File: src/rtl/uart_tx_serial.sv
// uart_tx_serial: 8N1 UART transmitter, RCONST clk100 cycles per bit, registered tx/busy
module uart_tx_serial #(
  parameter int RCONST = 868
) (
  input  logic       clk100,
  input  logic       reset,
  input  logic [7:0] sbyte,
  input  logic       send,
  output logic       tx,
  output logic       busy
);
  typedef enum logic {IDLE, SHIFT} state_t;
  state_t state, state_n;
  logic [7:0] data, data_n;
  logic [3:0] idx, idx_n;
  logic [15:0] cnt, cnt_n;
  logic tx_n, last;
  assign last = cnt == 16'(RCONST - 1);
  assign busy = state == SHIFT;
  // idx counts the bit currently on the line: 0 start, 1..8 data, 9 stop
  always_comb begin
    state_n = state;
    data_n = data;
    idx_n = idx;
    cnt_n = cnt;
    tx_n = tx;
    if (state == IDLE) begin
      if (send) begin
        state_n = SHIFT;
        data_n = sbyte;
        idx_n = 4'd0;
        cnt_n = 16'd0;
        tx_n = 1'b0;
      end
    end else if (!last) begin
      cnt_n = cnt + 16'd1;
    end else begin
      cnt_n = 16'd0;
      state_n = idx == 4'd9 ? IDLE : SHIFT;
      idx_n = idx == 4'd9 ? 4'd0 : idx + 4'd1;
      tx_n = idx >= 4'd8 ? 1'b1 : data[idx[2:0]];
    end
  end
  always_ff @(posedge clk100) begin
    if (reset) begin
      state <= IDLE;
      data <= 8'd0;
      idx <= 4'd0;
      cnt <= 16'd0;
      tx <= 1'b1;
    end else begin
      state <= state_n;
      data <= data_n;
      idx <= idx_n;
      cnt <= cnt_n;
      tx <= tx_n;
    end
  end
endmodule

File: config.mk
export PLATFORM = sky130hd
export DESIGN_NAME = uart_tx_serial
export DESIGN_NICKNAME = d
export VERILOG_FILES = /design/src/rtl/uart_tx_serial.sv
export SDC_FILE = /design/constraint.sdc
export NUM_CORES = 1
export LEC_CHECK = 0
export ABC_AREA = 1
export CORE_UTILIZATION = 40
export DETAILED_ROUTE_END_ITERATION = 10
export PLACE_DENSITY = 0.68
export SLEW_MARGIN = 10
export SYNTH_ARGS = -nofsm -noshare
export SYNTH_HDL_FRONTEND = slang
export SYNTH_SLANG_ARGS = --single-unit
export TNS_END_PERCENT = 20
File: constraint.sdc
create_clock -name clk100 -period 1.2 [get_ports clk100]
set_input_delay 0.24 -clock clk100 [delete_from_list [all_inputs] [get_ports clk100]]
set_output_delay 0.24 -clock clk100 [all_outputs]
set_load 0.1 [all_outputs]
Yosys cells after proc, flatten, opt, wreduce, memory -nomap -nowiden
Index checks and enable logic that the tools add are counted.
- flip-flop bits (word level): 30
- bits of input ports: 11
- magnitude comparators: 2
- reduce and logical (&&, ||, !) cells: 3
- mux-type cells: 17
- equality and inequality tests: 3
- add/sub/neg operators: 2
- bitwise operators: 1
- operators by type and width (kind ; number):
    16-bit two-way mux ; 3
    16-bit by 1-bit adder with 16-bit output, second input constant ; 1
    16-bit by 10-bit == test with 1-bit output, second input constant ; 1
    4-bit two-way mux ; 4
    1-bit two-way mux ; 9
    4-bit by 1-bit adder with 4-bit output, second input constant ; 1
    4-bit == test, second input constant ; 1
    4-bit >= comparator, second input constant ; 1
    3-bit by 4-bit less-than comparator with 1-bit output, second input constant ; 1
    2-bit AND reduction ; 2
    1-bit binary-select mux with 3-bit select ; 1
    2-bit by 1-bit != test with 1-bit output, second input constant ; 1
    2-bit nonzero test ; 1
    1-bit inverter ; 1

Longest topological paths before layout
- word-level depth: 5
- mapped depth: 10
- mapped depth without buffers: 9

Least setup slack after synthesis
No wires, ideal clock.
- path type: flip-flop to flip-flop
- from: reg state, in the netlist busy
- to: reg idx[3]
- path buffers: 2
- data arrival time: 1.776 ns
- path slack: -0.647 ns
- stages on the path, launching flop included: 7
- data required time: 1.130 ns
- setup time: 0.070 ns
- cells stage by stage: dfxtp_1 -> buf_4 -> inv_2 -> nand2_2 -> buf_6 -> nand3_1 -> a21oi_1
- cells in the longest elaborated chain, start to end: 2
- elaborated cells between the ends (all ways): 4
- those cells by class: eq/ne (1); mux (1); reduce/logical (2)
- ends and longest elaborated chain (element ; line ; text):
    start, declared ; 13 ; state_t state, state_n;
    start signal, assigned ; 52 ; state <= state_n;
    2-bit by 1-bit != test with 1-bit output (no source line) or 2-bit nonzero test (tied branches) ; -- ;
    2-bit AND reduction (no source line) ; -- ;
    end signal, assigned ; 54 ; idx <= idx_n;
    end, declared ; 15 ; logic [3:0] idx, idx_n;
Parallel ways exist; a longest one is shown, timed or not.
A chain may end at the register's enable or synchronous reset.

Worst setup path after layout
- from: reg cnt[0]
- to: reg idx[2]
- cells in the longest elaborated chain, start to end: 3
- ends and longest elaborated chain (element ; line ; text):
    start, declared ; 16 ; logic [15:0] cnt, cnt_n;
    start signal, assigned ; 55 ; cnt <= cnt_n;
    16-bit by 10-bit == test with 1-bit output ; 18 ; assign last = cnt == 16'(RCONST - 1);
    2-bit by 1-bit != test with 1-bit output (no source line) ; -- ;
    2-bit AND reduction (no source line) ; -- ;
No other way between the ends.

==> results.yml <==
clock_tree:
  cts_root_buffer: "clkbuf_8"
  cts_sinks: 30
  clock_latency_ns: 0.28
  cts_tree: "built"
  holdBufCountCts: 0
  htreeDepth: 2
  cts.clk_slew.worst_paths_ns: 0.07
  numCtsBuffers: 5
  clk_path_buf_depth: 2
worst_setup_path:
  arrival_ns: 1.52
  timing.rr.start: "cnt[0]"
  cp-start-kind: "flop"
  required_ns: 1.42
  path_class: "flop to flop"
  rr_worst_depth: 8
  cp-end-kind: "flop"
  worst-path-max-fanout: 4
  reg2reg_to: "idx[2]"
  r2r_slack_ns: -0.10
logic_synthesis:
  yosysSeqAreaShare_pct: 34.9
  synth_nets: 283
  synth_top_area_share_pct: 34.9
  syn_inst: 271
  synthesis.area_sq_mm: 0.00172
  synth.distinct_cells: 24
  yosysTopAreaCell: "dfxtp_1"
  ys_ff_latch: 30
  yosysWarnings: 0
  netlist_top_cells_area: "dfxtp_1 35%, nand2_1 16%, nand3_1 9.0%, nor2_1 7.9%, a21oi_1 6.1%"
  synth_enable_flop_cells: 0
  synthArstFlopShare_pct: 0
  avgSynthCellArea_sq_um: 6.34
  ys.flop_type: "dfxtp_1"
sta:
  finalSetupTns_ns: -0.807
  hold_slack_ns: 0.452
  fin_worst_skew_ns: 0.00366
  fin_ws_ns: -0.102
  hold_violations: 0
  max_freq_mhz: 768
  setup_viol: 17
  period_minus_slack_ns: 1.30
  tightest_slew_ns: 0.279
  finalCritPeriodShare_pct: 109
  final_max_slew_viol_count: 0
  rsz0062_at_grt: "true"
  relSlewSlack_pct: 81.3
routing:
  final_antenna_net_count: 0
  wire_per_inst_microns: 12.7
  postRouteWirelength_mm: 4.71
  vias_per_cell: 5.11
  firstDrtPassIters: 5
  drcViolationCount: 0
  first_iter_violations: 129
  vias: 1892
grt:
  grt_overflow: 0
  grt_usage_pct: 20.8
  grt_pass1_vias: 1652
  grt_max_degree: 19
  grt_pass1_wl_mm: 7.13
  antenna_found_initial: 0
power_and_ir_drop:
  pwr-share-comb_pct: 12.9
  p_sw_share_pct: 26.5
  power.total_mw: 2.17
  peakVddDrop_mv: 0.684
  p_int_mw: 1.59
  seqPwrFrac_pct: 48.3
  p_leak_nw: 1.08
  pwr-share-clk_pct: 38.8
  p_per_area_mw_per_mm2: 865
  switchingPower_uw: 575
floorplan:
  die_height_microns: 67.6
  start_util_pct: 42.4
  rows: 23
  num_io_pins: 13
  die_area_sq_mm: 0.00456
  core_area_sq_mm: 0.00406
  die_x_microns: 67.6
worst_hold_path:
  whs_path_depth: 2
  min_to: "data[2]"
  hold_path.class: "flop to flop"
  min-delay-start: "data[2]"
placement:
  portBuffers: 12
  place.gp.congestion: 0.817
  dp_hpwl_mm: 3.10
  post_dp_cell_area_sq_mm: 0.00218
job:
  maxCapViolations: 0
finish:
  area_growth_pct: 45.9
  multi_input_area_sq_mm: 0.00115
  antenna_cells: 0
  layout.nets: 331
  final_area_sq_mm: 0.00251
  seq_area_sq_um: 631
  fillers: 355
  drive_gt1_share_pct: 31.6
outcome:
  violations: "setup timing"
  status: "finished, violations left"
## cell usage in the layout, fill, tap and decap left out, drive strengths merged
master / instances
clkbuf: 7
dfxtp: 30
nand3: 31
o21bai: 1
nor2: 41
nand2: 80
o21ai: 15
clkdlybuf4s50: 10
a21oi: 23
nand4: 6
ha: 1
nor3: 2
buf: 40
xor2: 3
clkinv: 1
and2: 1
inv: 28
## stage by stage
stage,worst slack [ns],util [%],instances
floorplan,0.000900,-,271
CTS,-0.0715,57.3,365
detailed placement,-0.248,53.6,357
global route,-0.203,61.8,370
global placement,-0.205,53.6,357
finish,-0.102,61.8,370
## worst max-delay path by stage
| stage | from | endpoint | slack (ns) |
|---|---|---|---|
| floorplan | busy | idx[3] | 0.0009 |
| global placement | send | cnt[6] | -0.20 |
| detailed placement | send | cnt[2] | -0.25 |
| CTS | cnt[1] | idx[2] | -0.07 |
| global route | cnt[6] | idx[3] | -0.20 |
| finish | cnt[0] | idx[2] | -0.10 |
## per-layer routing
layer / part of all wire (%) / track usage [%]
met1: 46 / 25.5
met2: 47 / 35.0
met3: 5.2 / 4.90
met4: 1.3 / 7.45
met5: 0 / 0
## power groups by stage
| stage | logic, mW | registers [mW] | clock network [mW] |
|---|---|---|---|
| floorplan | 0.134 | 1.10 | 0 |
| global placement | 0.261 | 1.08 | 0 |
| detailed placement | 0.263 | 1.08 | 0 |
| CTS | 0.267 | 1.06 | 0.850 |
| global route | 0.299 | 1.05 | 0.909 |
| finish | 0.280 | 1.05 | 0.842 |
## state kept, by name, indices dropped and copies added (netlist names)
register,cells
cnt,16
data,8
busy,1
idx,4
tx,1
## final cells by class
type                            instances  area share, %
Multi-Input combinational cell        204           45.8
Tap cell                               50           2.49
Timing Repair Buffer                   50           18.4
Inverter                               28           4.49
Sequential cell                        30           25.1
Clock buffer                            7           3.44
Clock inverter                          1          0.200
## worst max-delay path, cell delays in order, from the launching register on
cell	delay, ns
dfxtp_2	0.36
ha_4	0.19
nand2_4	0.06
nor2_4	0.12
nand2_4	0.09
buf_12	0.14
nor2_8	0.12
nand2_2	0.06
a21oi_2	0.11
## synthesized netlist by cell type (3+ instances only)
master   instances
nor2_1          36
xor2_1           3
inv_1           27
nor2_2           3
dfxtp_1         30
nand2_2          6
nand4_1          6
buf_2            3
a21oi_1         21
nand2_1         74
nand3_1         31
o21ai_0         14
## repair_timing
| action | in CTS | in global routing |
|---|---|---|
| buffers inserted | 0 | 5 |
| pin swaps | 3 | 21 |
| resized for setup | 20 | 41 |
| setup endpoints to repair | 21 | 21 |
| endpoints found under the hold margin | 0 | 0 |
## cells by family after synthesis
kind of cell	after synthesis	share of synthesized area, %
flops	30	34.9
fa+ha+maj	1	0.728
simple gates	161	41.3
compound gates	39	11.9
xor+xnor	3	1.53
buf+inv	37	9.61
Note: power is estimated with default switching activity, not from simulation.
